## config.mk

```make
export PLATFORM = sky130hd
export DESIGN_NAME = pattern_gen_64bit
export DESIGN_NICKNAME = d
export VERILOG_FILES = /design/src/rtl/pattern_gen_64bit_pkg.sv /design/src/rtl/pattern_gen_64bit_sat_cnt.sv /design/src/rtl/pattern_gen_64bit.sv
export SDC_FILE = /design/constraint.sdc
export NUM_CORES = 1
export LEC_CHECK = 0
export CELL_PAD_IN_SITES_DETAIL_PLACEMENT = 0
export CELL_PAD_IN_SITES_GLOBAL_PLACEMENT = 1
export CORE_MARGIN = 4
export CORE_UTILIZATION = 37
export DETAILED_ROUTE_END_ITERATION = 7
export PLACE_DENSITY = 0.83
export SLEW_MARGIN = 10
export SYNTH_ARGS = -nofsm -noshare
export SYNTH_HDL_FRONTEND = slang
export SYNTH_SLANG_ARGS = --single-unit
```

## constraint.sdc

```tcl
create_clock -name t_clk -period 2.5 [get_ports t_clk]
set_input_delay 0.5 -clock t_clk [delete_from_list [all_inputs] [get_ports t_clk]]
set_output_delay 0.5 -clock t_clk [all_outputs]
set_load 0.01 [all_outputs]
```

## src/rtl/pattern_gen_64bit_pkg.sv

```systemverilog
// Shared constants and state encoding for the 64-bit lane-pair pattern generator and checker.
package pattern_pkg;

    localparam logic [63:0] PAT_SEED   = 64'h0000_0002_0000_0001;
    localparam logic [63:0] PAT_INC    = 64'h0000_0002_0000_0002;
    localparam logic [63:0] PAT_RESYNC = 64'h0000_0001_0000_0000;
    localparam int unsigned PAT_CNT_W  = 32'd32;

    typedef enum logic [1:0] {
        IDLE = 2'd0,
        SEND = 2'd1,
        GAP  = 2'd2
    } pat_state_e;

    // A programmed length of zero still produces one-word packets.
    function automatic logic [15:0] eff_len(input logic [15:0] len);
        return (len == 16'd0) ? 16'd1 : len;
    endfunction

endpackage

```

## src/rtl/pattern_gen_64bit_sat_cnt.sv

```systemverilog
// Width-parameterised counter that sticks at all-ones instead of wrapping.
module sat_cnt #(
    parameter int unsigned WIDTH = 32
) (
    input  logic             t_clk,
    input  logic             rst,
    input  logic             inc_i,
    output logic [WIDTH-1:0] cnt_o
);

    logic [WIDTH-1:0] cnt_q;
    logic [WIDTH-1:0] cnt_d;

    // Next count: step when enabled unless already saturated.
    always_comb begin
        cnt_d = cnt_q;
        if (inc_i && (cnt_q != {WIDTH{1'b1}})) begin
            cnt_d = cnt_q + {{(WIDTH-1){1'b0}}, 1'b1};
        end else begin
            cnt_d = cnt_q;
        end
    end

    // Count register.
    always_ff @(posedge t_clk) begin
        if (rst) begin
            cnt_q <= {WIDTH{1'b0}};
        end else begin
            cnt_q <= cnt_d;
        end
    end

    assign cnt_o = cnt_q;

endmodule

```

## src/rtl/pattern_gen_64bit.sv

```systemverilog
// Packetised incrementing-pattern source with gap control, restart and single-shot error injection.
module pattern_gen_64bit
    import pattern_pkg::*;
#(
    parameter logic [63:0] SEED  = PAT_SEED,
    parameter logic [63:0] INC   = PAT_INC,
    parameter int unsigned CNT_W = PAT_CNT_W
) (
    input  logic             t_clk,
    input  logic             rst,
    input  logic             gen_en,
    input  logic             restart,
    input  logic             inj_err,
    input  logic [15:0]      cfg_pkt_len,
    input  logic [7:0]       cfg_gap,
    input  logic             tx_ready,
    output logic             tx_valid,
    output logic [63:0]      tx_data,
    output logic             tx_sof,
    output logic             tx_eof,
    output logic             gen_busy,
    output logic [CNT_W-1:0] word_cnt,
    output logic [CNT_W-1:0] pkt_cnt,
    output logic [CNT_W-1:0] inj_cnt
);

    pat_state_e  state_q, state_d;
    logic [63:0] seq_q, seq_d, data_q, data_d, seq_inc_s;
    logic [15:0] len_q, len_d, beat_q, beat_d, len_cfg_s;
    logic [7:0]  gap_q, gap_d, gap_cnt_q, gap_cnt_d;
    logic        valid_q, valid_d, sof_q, sof_d, eof_q, eof_d, busy_q, busy_d;
    logic        pend_q, pend_d, corrupt_q, corrupt_d, rst_pend_q, rst_pend_d;
    logic        xfer_s, hold_s, restart_s, start_pkt_s;

    assign xfer_s    = valid_q & tx_ready;
    assign hold_s    = valid_q & ~tx_ready;
    assign restart_s = rst_pend_q | restart;
    assign seq_inc_s = seq_q + INC;
    assign len_cfg_s = eff_len(cfg_pkt_len);

    // Sequencing FSM, packet framing and the injection/restart bookkeeping.
    always_comb begin
        state_d     = state_q;
        seq_d       = seq_q;
        beat_d      = beat_q;
        len_d       = len_q;
        gap_d       = gap_q;
        gap_cnt_d   = gap_cnt_q;
        rst_pend_d  = restart_s;
        valid_d     = 1'b0;
        sof_d       = 1'b0;
        eof_d       = 1'b0;
        start_pkt_s = 1'b0;
        case (state_q)
            IDLE, GAP: begin
                // Between packets a restart takes effect at once.
                if (restart_s) begin
                    seq_d  = SEED;
                    beat_d = 16'd0;
                end else begin
                    seq_d  = seq_q;
                end
                rst_pend_d = 1'b0;
                if ((state_q == GAP) && (gap_cnt_q != (gap_q - 8'd1))) begin
                    gap_cnt_d = gap_cnt_q + 8'd1;
                end else if (gen_en) begin
                    start_pkt_s = 1'b1;
                end else begin
                    state_d = IDLE;
                end
            end
            SEND: begin
                if (xfer_s && eof_q) begin
                    seq_d      = restart_s ? SEED : seq_inc_s;
                    beat_d     = 16'd0;
                    rst_pend_d = 1'b0;
                    if (gap_q != 8'd0) begin
                        state_d   = GAP;
                        gap_cnt_d = 8'd0;
                    end else if (gen_en) begin
                        start_pkt_s = 1'b1;
                    end else begin
                        state_d = IDLE;
                    end
                end else if (xfer_s) begin
                    seq_d   = seq_inc_s;
                    beat_d  = beat_q + 16'd1;
                    valid_d = 1'b1;
                    eof_d   = ((beat_q + 16'd1) == (len_q - 16'd1));
                end else begin
                    valid_d = 1'b1;
                    sof_d   = sof_q;
                    eof_d   = eof_q;
                end
            end
            default: begin
                state_d = IDLE;
            end
        endcase

        if (start_pkt_s) begin
            state_d = SEND;
            len_d   = len_cfg_s;
            gap_d   = cfg_gap;
            beat_d  = 16'd0;
            valid_d = 1'b1;
            sof_d   = 1'b1;
            eof_d   = (len_cfg_s == 16'd1);
        end else begin
            len_d = len_d;
        end

        // Pending clears only when a corrupted word actually leaves.
        if (xfer_s && corrupt_q) begin
            pend_d = 1'b0;
        end else if (inj_err) begin
            pend_d = 1'b1;
        end else begin
            pend_d = pend_q;
        end

        if (hold_s) begin
            data_d    = data_q;
            corrupt_d = corrupt_q;
        end else begin
            corrupt_d = pend_d;
            data_d    = seq_d ^ {63'd0, pend_d};
        end

        busy_d = (state_d != IDLE);
    end

    // State and registered output stage.
    always_ff @(posedge t_clk) begin
        if (rst) begin
            state_q    <= IDLE;
            seq_q      <= SEED;
            data_q     <= SEED;
            beat_q     <= 16'd0;
            len_q      <= 16'd1;
            gap_q      <= 8'd0;
            gap_cnt_q  <= 8'd0;
            valid_q    <= 1'b0;
            sof_q      <= 1'b0;
            eof_q      <= 1'b0;
            busy_q     <= 1'b0;
            pend_q     <= 1'b0;
            corrupt_q  <= 1'b0;
            rst_pend_q <= 1'b0;
        end else begin
            state_q    <= state_d;
            seq_q      <= seq_d;
            data_q     <= data_d;
            beat_q     <= beat_d;
            len_q      <= len_d;
            gap_q      <= gap_d;
            gap_cnt_q  <= gap_cnt_d;
            valid_q    <= valid_d;
            sof_q      <= sof_d;
            eof_q      <= eof_d;
            busy_q     <= busy_d;
            pend_q     <= pend_d;
            corrupt_q  <= corrupt_d;
            rst_pend_q <= rst_pend_d;
        end
    end

    sat_cnt #(.WIDTH(CNT_W)) u_word_cnt (
        .t_clk (t_clk),
        .rst   (rst),
        .inc_i (xfer_s),
        .cnt_o (word_cnt)
    );

    sat_cnt #(.WIDTH(CNT_W)) u_pkt_cnt (
        .t_clk (t_clk),
        .rst   (rst),
        .inc_i (xfer_s & eof_q),
        .cnt_o (pkt_cnt)
    );

    sat_cnt #(.WIDTH(CNT_W)) u_inj_cnt (
        .t_clk (t_clk),
        .rst   (rst),
        .inc_i (xfer_s & corrupt_q),
        .cnt_o (inj_cnt)
    );

    assign tx_valid = valid_q;
    assign tx_data  = data_q;
    assign tx_sof   = sof_q;
    assign tx_eof   = eof_q;
    assign gen_busy = busy_q;

endmodule

```

== After elaboration in Yosys (flattened, before gate mapping) ==
Cells that the tools add are included.

* Register bits: 281
* Bits in latches: 0
* Bits in writable memories: 0
* Bits in read-only memories: 0
* Output and inout port bits: 164
* Word-level logic and storage cells: 101
* Memories kept: 0

* Add/sub/neg operators: 8
* Multiply operators: 0
* Div/mod/pow operators: 0
* Magnitude comparators: 0
* Equality and inequality tests: 14
* Shifts and indexed selects: 0
* Muxes and demuxes: 40
* Bitwise logic cells: 7
* Reduce and logical (&&, ||, !) cells: 15

{| class="wikitable"
|+ Operator list
! cell !! number
|-
| $mux 64 || 4
|-
| $pmux 64 s2 || 1
|-
| $add 32x1->32 const B || 3
|-
| $ne 32x32->1 const B || 3
|-
| $add 64x34->64 const B || 1
|-
| $mux 16 || 4
|-
| $xor 64x1->64 || 1
|-
| $pmux 16 s2 || 1
|-
| $mux 8 || 3
|-
| $mux 1 || 18
|-
| $add 16x1->16 const B || 1
|-
| $eq 16x1->1 const B || 1
|-
| $eq 16x16->1 || 1
|-
| $logic_not 16->1 || 1
|-
| $pmux 8 s2 || 1
|-
| $sub 16x1->16 const B || 1
|-
| $mux 2 || 5
|-
| $add 8x1->8 const B || 1
|-
| $ne 2x2->1 const B || 4
|-
| $ne 8x8->1 || 1
|-
| $reduce_bool 8->1 || 1
|-
| $sub 8x1->8 const B || 1
|-
| $logic_and 1x1->1 || 6
|-
| $and 1x1->1 || 4
|-
| 13 further kinds || 16
|}

== Logic depth before layout (Yosys ltp) ==
Gate-level depths: netlist (run 1).

* Depth in word-level cells: 7
* Depth in mapped cells: 12
* Depth with buffers taken out: 9

== Cells and area by module ==
Synthesis (run 1) repeated with hierarchy kept, for this count alone.

* Cell total of the unflattened synthesis: 1,766
* Area, all modules: 14,385.0 µm²

{| class="wikitable"
|+ By module, submodules not included
! module !! instances !! cells an instance !! area each (µm²)
|-
| pattern_gen_64bit || 1 || 1,173 || 9,366.5
|-
| sat_cnt (u_inj_cnt ...) || 2 || 199 || 1,674.1
|-
| sat_cnt (u_word_cnt) || 1 || 195 || 1,670.4
|}

== Least setup slack after synthesis (run 1) ==
Ideal clock, no wire load.

* Path type: register to register
* Start point: register gap_q[2]
* End point: register gap_q[7]
* Arrival time: 2.485 ns
* Path slack: -0.113 ns
* Cell stages (with the launch flop): 10
* Path buffers: 2
* Path through: dfxtp_1 -> or3_1 -> or4_4 -> a2111oi_4 -> nand4_4 -> o21ai_4 -> buf_12 -> buf_12 -> mux2i_1 -> nor2_1

* Word-level cells in the longest chain between the ends: 5
* Elaborated cells on any way between the ends: 8
* Those cells by class: add/sub: 1; eq/ne: 1; mux: 4; reduce/logical: 2

{| class="wikitable"
|+ Ends and longest elaborated chain
! item !! RTL line !! text
|-
| from (decl) || pattern_gen_64bit.sv:30 || <nowiki>logic [7:0] gap_q, gap_d, gap_cnt_q, gap_cnt_d;</nowiki>
|-
| from (signal assigned) || pattern_gen_64bit.sv:156 || <nowiki>gap_q <= gap_d;</nowiki>
|-
| $sub 8x1->8 || pattern_gen_64bit.sv:64 || <nowiki>if ((state_q == GAP) && (gap_cnt_q != (gap_q - 8'd1))) begin</nowiki>
|-
| $ne 8x8->1 || pattern_gen_64bit.sv:64 ||
|-
| $logic_and 1x1->1 || pattern_gen_64bit.sv:64 ||
|-
| $mux 1 || pattern_gen_64bit.sv:64 ||
|-
| $pmux 1 s2 * || pattern_gen_64bit.sv:54 || <nowiki>case (state_q)</nowiki>
|}

Mark *: on every way between the ends. The rest lies on a longest branch, timed or not.
A chain may end at the register's enable or synchronous reset.

== Worst setup path after layout (run 1) ==
* Start point: register gap_q[4]
* End point: register len_q[13]

* Word-level cells in the longest chain between the ends: 5
* Elaborated cells on any way between the ends: 8
* Those cells by class: add/sub: 1; eq/ne: 1; mux: 4; reduce/logical: 2

{| class="wikitable"
|+ Ends and longest elaborated chain
! item !! RTL line !! text
|-
| $sub 8x1->8 || pattern_gen_64bit.sv:64 ||
|-
| $ne 8x8->1 || pattern_gen_64bit.sv:64 ||
|-
| $logic_and 1x1->1 || pattern_gen_64bit.sv:64 ||
|-
| $mux 1 || pattern_gen_64bit.sv:64 ||
|-
| $pmux 1 s2 * || pattern_gen_64bit.sv:54 ||
|-
| to (signal assigned) || pattern_gen_64bit.sv:155 || <nowiki>len_q <= len_d;</nowiki>
|-
| to (decl) || pattern_gen_64bit.sv:29 || <nowiki>logic [15:0] len_q, len_d, beat_q, beat_d, len_cfg_s;</nowiki>
|}

Marks and branches as above.

==> results of run 1 <==
-- power by group through the flow --
stage	Clock, W	Combinational [W]	Sequential, W
2_1_floorplan	0	0.000496	0.00471
3_3_place_gp	0	0.000898	0.00471
3_5_place_dp	0	0.000909	0.00471
4_1_cts	0.00568	0.000938	0.00461
5_1_grt	0.00588	0.00106	0.00462
6_report	0.00553	0.000970	0.00461
-- through the flow --
stage / hold WS, ps / TNS [ps] / instance area, um2 / cells
floorplan: 416 / -403 / 13500 / 1652
global placement: 454 / -28680 / 17200 / 2410
detailed placement: 455 / -36230 / 17200 / 2410
CTS: 281 / -1740 / 18600 / 2477
global route: 289 / -8990 / 19200 / 2488
finish: 299 / -3130 / 19200 / 2488
-- worst max-delay path: stages (launching register included) --
cell	delay [ps]
sky130_fd_sc_hd__dfxtp_2	320
sky130_fd_sc_hd__or3_4	380
sky130_fd_sc_hd__or4_4	500
sky130_fd_sc_hd__a2111oi_4	360
sky130_fd_sc_hd__nand4_4	150
sky130_fd_sc_hd__o21ai_4	260
sky130_fd_sc_hd__buf_4	160
sky130_fd_sc_hd__buf_6	100
sky130_fd_sc_hd__o211a_4	190
sky130_fd_sc_hd__a22o_1	140
-- metal layers --
metal	GRT usage, %	up-vias
met5	0	-
met4	5.83	0
met3	5.18	73
met2	32.1	370
met1	26.9	6258
li1	-	6624
-- timing repair --
item,CTS,global route
hold buffers,0,0
buffers inserted,3,12
gates cloned,2,1
gates resized for setup,23,97
setup endpoints to repair,74,113
pin swaps,7,42
-- flip-flops by register name, indices dropped and copies added (netlist names), 2 cells and up --
signal,flops
gap_cnt_q,8
u_inj_cnt.cnt_o,32
len_q,16
u_word_cnt.cnt_o,32
beat_q,16
u_pkt_cnt.cnt_o,32
gap_q,8
seq_q,64
tx_data,64
state_q,2
-- area by class of cell --
cell class / instances / area (um2)
inverters: 31 / 116
clock buffers: 48 / 1030
fillers: 3325 / 16600
well taps: 461 / 577
flip-flops and latches: 281 / 5630
repair buffers: 402 / 3640
clock inverters: 14 / 255
multi-input cells: 1250 / 7910
diodes: 1 / 2.50
-- layout by cell type (no fill, tap or decap), drive strengths merged, types with 9 or more instances in the layout --
cell type | Yosys | layout
a211oi | 25 | 25
a21oi | 109 | 109
a22oi | 12 | 12
a31oi | 25 | 25
and2 | 17 | 17
and3 | 39 | 39
and4 | 24 | 24
buf | 9 | 210
clkbuf | 83 | 48
clkdlybuf4s50 | 0 | 192
dfxtp | 281 | 281
ha | 9 | 9
inv | 30 | 30
mux2i | 20 | 20
nand2 | 131 | 131
nand3 | 73 | 73
nand4 | 54 | 54
nor2 | 251 | 252
nor3 | 43 | 43
nor4 | 34 | 34
o21ai | 100 | 100
or2 | 10 | 10
or3 | 28 | 28
xnor2 | 63 | 63
xor2 | 66 | 66
-- path summary, 6_finish.rpt --
| check | start | to | slack, ps |
|---|---|---|---|
| worst max-delay path | gap_q[4]$_SDFFE_PP0P_ | len_q[13]$_SDFFE_PP0P_ | -110 |
| worst min-delay path | rst | len_q[9]$_SDFFE_PP0P_ | 300 |
| worst max register to register | gap_q[4]$_SDFFE_PP0P_ | len_q[13]$_SDFFE_PP0P_ | -110 |
| worst min register to register | seq_q[0]$_SDFF_PP1_ | seq_q[0]$_SDFF_PP1_ | 470 |
-- logic make-up (layout without fill, tap and decap cells) --
| family | count (synthesis) | in the layout | share of synthesized area (%) |
|---|---|---|---|
| AOI/OAI and AO/OA | 348 | 349 | 16.2 |
| xor gates and xnor gates | 131 | 131 | 8.71 |
| adders and majority gates | 9 | 9 | 0.835 |
| buffers and inverters | 123 | 495 | 3.73 |
| DFF | 281 | 281 | 41.7 |
| muxes | 21 | 21 | 1.57 |
| other | 0 | 1 | 0 |
| and+or+nand+nor | 739 | 740 | 27.2 |
==> run summary, run 1 <==
Global route
- 1 — initial antenna violation count
- 0 — remaining global-route overflow
- 20.1% — Global Route Usage Sum
- 66.3 mm — wire length of the first global-routing pass
- 12787 — number of global-route vias before repair
- 60 — largest net degree at the start of global routing

Clock tree
- 60 ps — Clock Pin Slew Worst Setup and Hold Paths
- 281 — clock tree sinks
- 2 — H-tree lvl count
- 510 ps — worst-skew pair later-pin latency
- done — TritonCTS clock tree
- sky130_fd_sc_hd__clkbuf_16 — cell at the root of the clock tree
- 3 — CTS max path bufs
- 34 — TritonCTS buffer count

Power
- 49.8% — clock network power share
- 0.00858 W — cell-internal power
- 580 nW/um2 — total power divided by cell area
- 0.00254 W — power spent charging and discharging nets
- 7.07 nW — Leakage Power
- 8.7% — logic gate share of total power
- 0.000413 V — peak supply drop
- 22.8% — switching share of power
- 0.0111 W — Pwr Total
- 41.5% — sequential group share of total power

Synth
- sky130_fd_sc_hd__dfxtp_1, sky130_fd_sc_hd__nor2_1, sky130_fd_sc_hd__nand2_1 — leading post-synthesis cells by instance count
- 0 — number of enable flip-flop cells after synthesis
- 41.7% — Seq/Total Area, Yosys
- 41.7% — Synth top area share
- 281 — Seq cells post-synth
- sky130_fd_sc_hd__dfxtp_1 — Synth area leader
- sky130_fd_sc_hd__dfxtp_1 — dominant cell by count in the synthesized netlist
- 0 — number of warnings printed during yosys synthesis
- 0% — Async SR Flop Fraction
- 8.16 um2 — Mapped Avg Cell Area
- 1652 — Synth Instances
- 1691 — post-synthesis net count
- sky130_fd_sc_hd__dfxtp_1, sky130_fd_sc_hd__nor2_1, sky130_fd_sc_hd__xor2_1 — main area contributors after synthesis
- sky130_fd_sc_hd__dfxtp_1 — Primary FF master, synth
- 78 — synth unique cells
- 13500 um2 — cell area after synthesis

Timing
- -115 ps — crit path setup slack, layout
- 2610 ps — clock period minus final worst setup slack
- 382 MHz — maximum operating frequency
- 53 — Final setup violation count
- 0 — count of final max-slew check failures
- 105% — period utilization
- 632 ps — worst-margin pin slew
- 0 — final hold viol count
- 57.9% — tightest slew margin relative to the limit
- 10.9 ps — worst clock skew
- true — unrepaired setup endpoints after global routing

Route
- 0 — DR DRC count
- 2.86 mm — Routed met3 length
- 0 — residual antenna-violating net count after detailed routing
- 18.7 mm — total routed wire length on the met1 layer
- 5.36 — routed vias/inst
- 41.4 mm — sum of routed wire length over all layers
- 13325 — overall via count from detail_route
- 18.8 mm — met2 wire length
- 16.6 um — average wire per standard cell
- 5 — detailed-routing iteration count for the pre-antenna-repair pass
- 752 — initial DRC count
- met4 — highest metal layer with signal wires

Critical path
- 2960 ps — data required time of the critical path
- 5 — Crit Path Max Fanout
- flop to flop — startpoint-to-endpoint class of the critical path
- 9 — cell count of the worst reg-to-reg path
- 3070 ps — endpoint arrival time on the critical path
- flop — critical path launch point type
- flop — endpoint class of the critical path

Placement
- 29.4 mm — sum of net half-perimeters after detailed placement
- -443 ps — DP Worst Slack
- 193 — I/O Buffers
- 0.910 — RePlAce Congestion

Die
- 35700 um2 — area of the placeable core
- 194 — num ports
- 69 — Placement Rows
- 199 um — die extent in y
- 39600 um2 — Die Area
- 37.7% — starting density of the core
- 199 um — x dimension of the die

Final layout
- 42.1% — growth of design area from synthesis to finish
- 53.6% — final core area utilization
- 18.2% — share of post-route cells with drive strength above 1
- 2039 — Final Net Count

Hold path
- 2 — number of instances on the worst hold path
- input port to flop — worst hold path class

Run status
- finished with violations — status
- negative setup slack — violated checks

Run
- 0 — maximum capacitance violations

Note: power is estimated with default switching activity, not from simulation.
==> run 2: changes to the inputs <==
--- a/config.mk
+++ b/config.mk
@@ -10,6 +10,7 @@
 export CORE_MARGIN = 4
 export CORE_UTILIZATION = 37
 export DETAILED_ROUTE_END_ITERATION = 7
+export HOLD_SLACK_MARGIN = 0.06
 export PLACE_DENSITY = 0.83
 export SLEW_MARGIN = 10
 export SYNTH_ARGS = -nofsm -noshare
==> results of run 2 <==
Final layout, timing and power as in run 1 (identical DEF).
==> run 3: changes to the inputs <==
--- a/config.mk
+++ b/config.mk
@@ -9,6 +9,7 @@
 export CELL_PAD_IN_SITES_GLOBAL_PLACEMENT = 1
 export CORE_MARGIN = 4
 export CORE_UTILIZATION = 37
+export CTS_CLUSTER_DIAMETER = 40
 export DETAILED_ROUTE_END_ITERATION = 7
 export HOLD_SLACK_MARGIN = 0.06
 export PLACE_DENSITY = 0.83
==> run 3 against run 2 <==
  * The flow still finishes with violations (negative setup slack)
  * Worst hold slack worse by 84 ps
  * Worst setup slack improved by 47 ps
  * Cell count is 1.1% higher
  * Total power increased by 13%
  * Global-route usage increased by 0.29 points
  * Critical path type unchanged
  * Critical endpoint is now gap_cnt_q[2]$_SDFFE_PP0P_
==> run summary, run 3 (same netlist as run 1, synthesis figures left out) <==
Run status
- finished with violations — status
- negative setup slack — violated checks

Timing
- 43 — Final setup violation count
- 103% — period utilization
- 644 ps — worst-margin pin slew
- 57.1% — tightest slew margin relative to the limit
- 2570 ps — clock period minus final worst setup slack
- 26.2 ps — worst clock skew
- -67.8 ps — crit path setup slack, layout
- -1400 ps — accumulated negative setup slack
- true — unrepaired setup endpoints after global routing
- 389 MHz — maximum operating frequency
- 0 — count of final max-slew check failures
- 0 — final hold viol count

Power
- 0.00313 W — power spent charging and discharging nets
- 0.00940 W — cell-internal power
- 25.0% — switching share of power
- 0.000530 V — peak supply drop
- 36.9% — sequential group share of total power
- 55.4% — clock network power share
- 7.7% — logic gate share of total power
- 0.0125 W — Pwr Total
- 7.25 nW — Leakage Power
- 641 nW/um2 — total power divided by cell area

Global route
- 0 — remaining global-route overflow
- 20.4% — Global Route Usage Sum
- 60 — largest net degree at the start of global routing
- 66.9 mm — wire length of the first global-routing pass
- 13011 — number of global-route vias before repair
- 1 — initial antenna violation count

Die
- 194 — num ports
- 39600 um2 — Die Area
- 199 um — x dimension of the die
- 37.7% — starting density of the core
- 35700 um2 — area of the placeable core
- 199 um — die extent in y
- 69 — Placement Rows

Clock tree
- 50 — TritonCTS buffer count
- 580 ps — worst-skew pair later-pin latency
- 2 — H-tree lvl count
- 0 — hold_buf cts
- sky130_fd_sc_hd__clkbuf_16 — cell at the root of the clock tree
- 281 — clock tree sinks
- 60 ps — Clock Pin Slew Worst Setup and Hold Paths
- 3 — CTS max path bufs
- done — TritonCTS clock tree

Route
- 708 — initial DRC count
- 5 — detailed-routing iteration count for the pre-antenna-repair pass
- 5.32 — routed vias/inst
- 16.5 um — average wire per standard cell
- 41.5 mm — sum of routed wire length over all layers
- 13392 — overall via count from detail_route
- 0 — residual antenna-violating net count after detailed routing
- 0 — DR DRC count

Final layout
- 19.4% — share of post-route cells with drive strength above 1
- sky130_fd_sc_hd__dfxtp_1, sky130_fd_sc_hd__nor2_1, sky130_fd_sc_hd__clkdlybuf4s50_1 — most frequent cells in the layout
- 44.9% — growth of design area from synthesis to finish
- 2516 — final non-filler cell total
- 54.6% — final core area utilization
- 2051 — Final Net Count
- 3323 — fill cell count
- sky130_fd_sc_hd__dfxtp_1 — most common cell after layout, fill and taps aside

Critical path
- flop — endpoint class of the critical path
- 3030 ps — endpoint arrival time on the critical path
- 2970 ps — data required time of the critical path
- flop — critical path launch point type
- 6 — Crit Path Max Fanout
- flop to flop — startpoint-to-endpoint class of the critical path

Hold path
- input port to flop — worst hold path class

Placement
- 0.910 — RePlAce Congestion
- 193 — I/O Buffers
- 2410 — placed cells
- -443 ps — DP Worst Slack
- 29.4 mm — sum of net half-perimeters after detailed placement

Run
- 0 — maximum capacitance violations

## run 3: final timing paths
path | startpoint | end | slack (ps) | cells after the start
setup reg to reg | gap_q[4]$_SDFFE_PP0P_ | gap_cnt_q[2]$_SDFFE_PP0P_ | -70 | 10
hold / removal | rst | len_q[2]$_SDFFE_PP0P_ | 220 | 2
hold reg to reg | seq_q[0]$_SDFF_PP1_ | seq_q[0]$_SDFF_PP1_ | 470 | 2
setup / recovery | gap_q[4]$_SDFFE_PP0P_ | gap_cnt_q[2]$_SDFFE_PP0P_ | -70 | 10
## run 3: through the flow
stage,instance area (um2),hold WS [ps]
2_1_floorplan,13500,416
3_3_place_gp,17200,454
3_5_place_dp,17200,455
4_1_cts,19000,201
5_1_grt,19500,196
6_report,19500,216
## run 3: final cells by class
class / instances / area (um2) / share of cell area [%]
clock inverter: 38 / 418 / 2.14
inverter: 31 / 116 / 0.596
sequential: 281 / 5630 / 28.8
multi-input combinational: 1248 / 7800 / 40.0
timing repair buffer: 400 / 3660 / 18.7
tap: 461 / 577 / 2.95
antenna: 1 / 2.50 / 0.0128
clock buffer: 56 / 1320 / 6.78
## run 3: per-layer routing
layer,global-route usage [%],share of wire [%]
met5,0,0
met2,32.1,45
met3,6.10,7.1
met4,6.99,3.0
met1,26.7,45
## run 3: repair_timing
action | CTS | global route
cloned | 0 | 1
gates resized for setup | 21 | 97
setup buffers | 1 | 10
setup endpoints to repair | 64 | 103
hold endpoints to repair | 0 | 0
pin swaps | 4 | 50
## run 3: power groups by stage
| stage | logic, W | clock network (W) | registers [W] |
|---|---|---|---|
| 2_1_floorplan | 0.000496 | 0 | 0.00471 |
| 4_1_cts | 0.000933 | 0.00710 | 0.00462 |
| 5_1_grt | 0.00105 | 0.00732 | 0.00462 |
| 3_3_place_gp | 0.000898 | 0 | 0.00471 |
| 3_5_place_dp | 0.000909 | 0 | 0.00471 |
| 6_report | 0.000971 | 0.00694 | 0.00462 |
## run 3: critical path, cell delays in order (launching register included)
cell and delay, ps:
sky130_fd_sc_hd__dfxtp_2 320, sky130_fd_sc_hd__or3_4 380, sky130_fd_sc_hd__or4_4 500, sky130_fd_sc_hd__a2111oi_4 360, sky130_fd_sc_hd__nand4_4 150, sky130_fd_sc_hd__buf_6 150, sky130_fd_sc_hd__buf_6 120, sky130_fd_sc_hd__a21oi_4 150
sky130_fd_sc_hd__buf_4 160, sky130_fd_sc_hd__or3_1 110, sky130_fd_sc_hd__a21oi_1 50
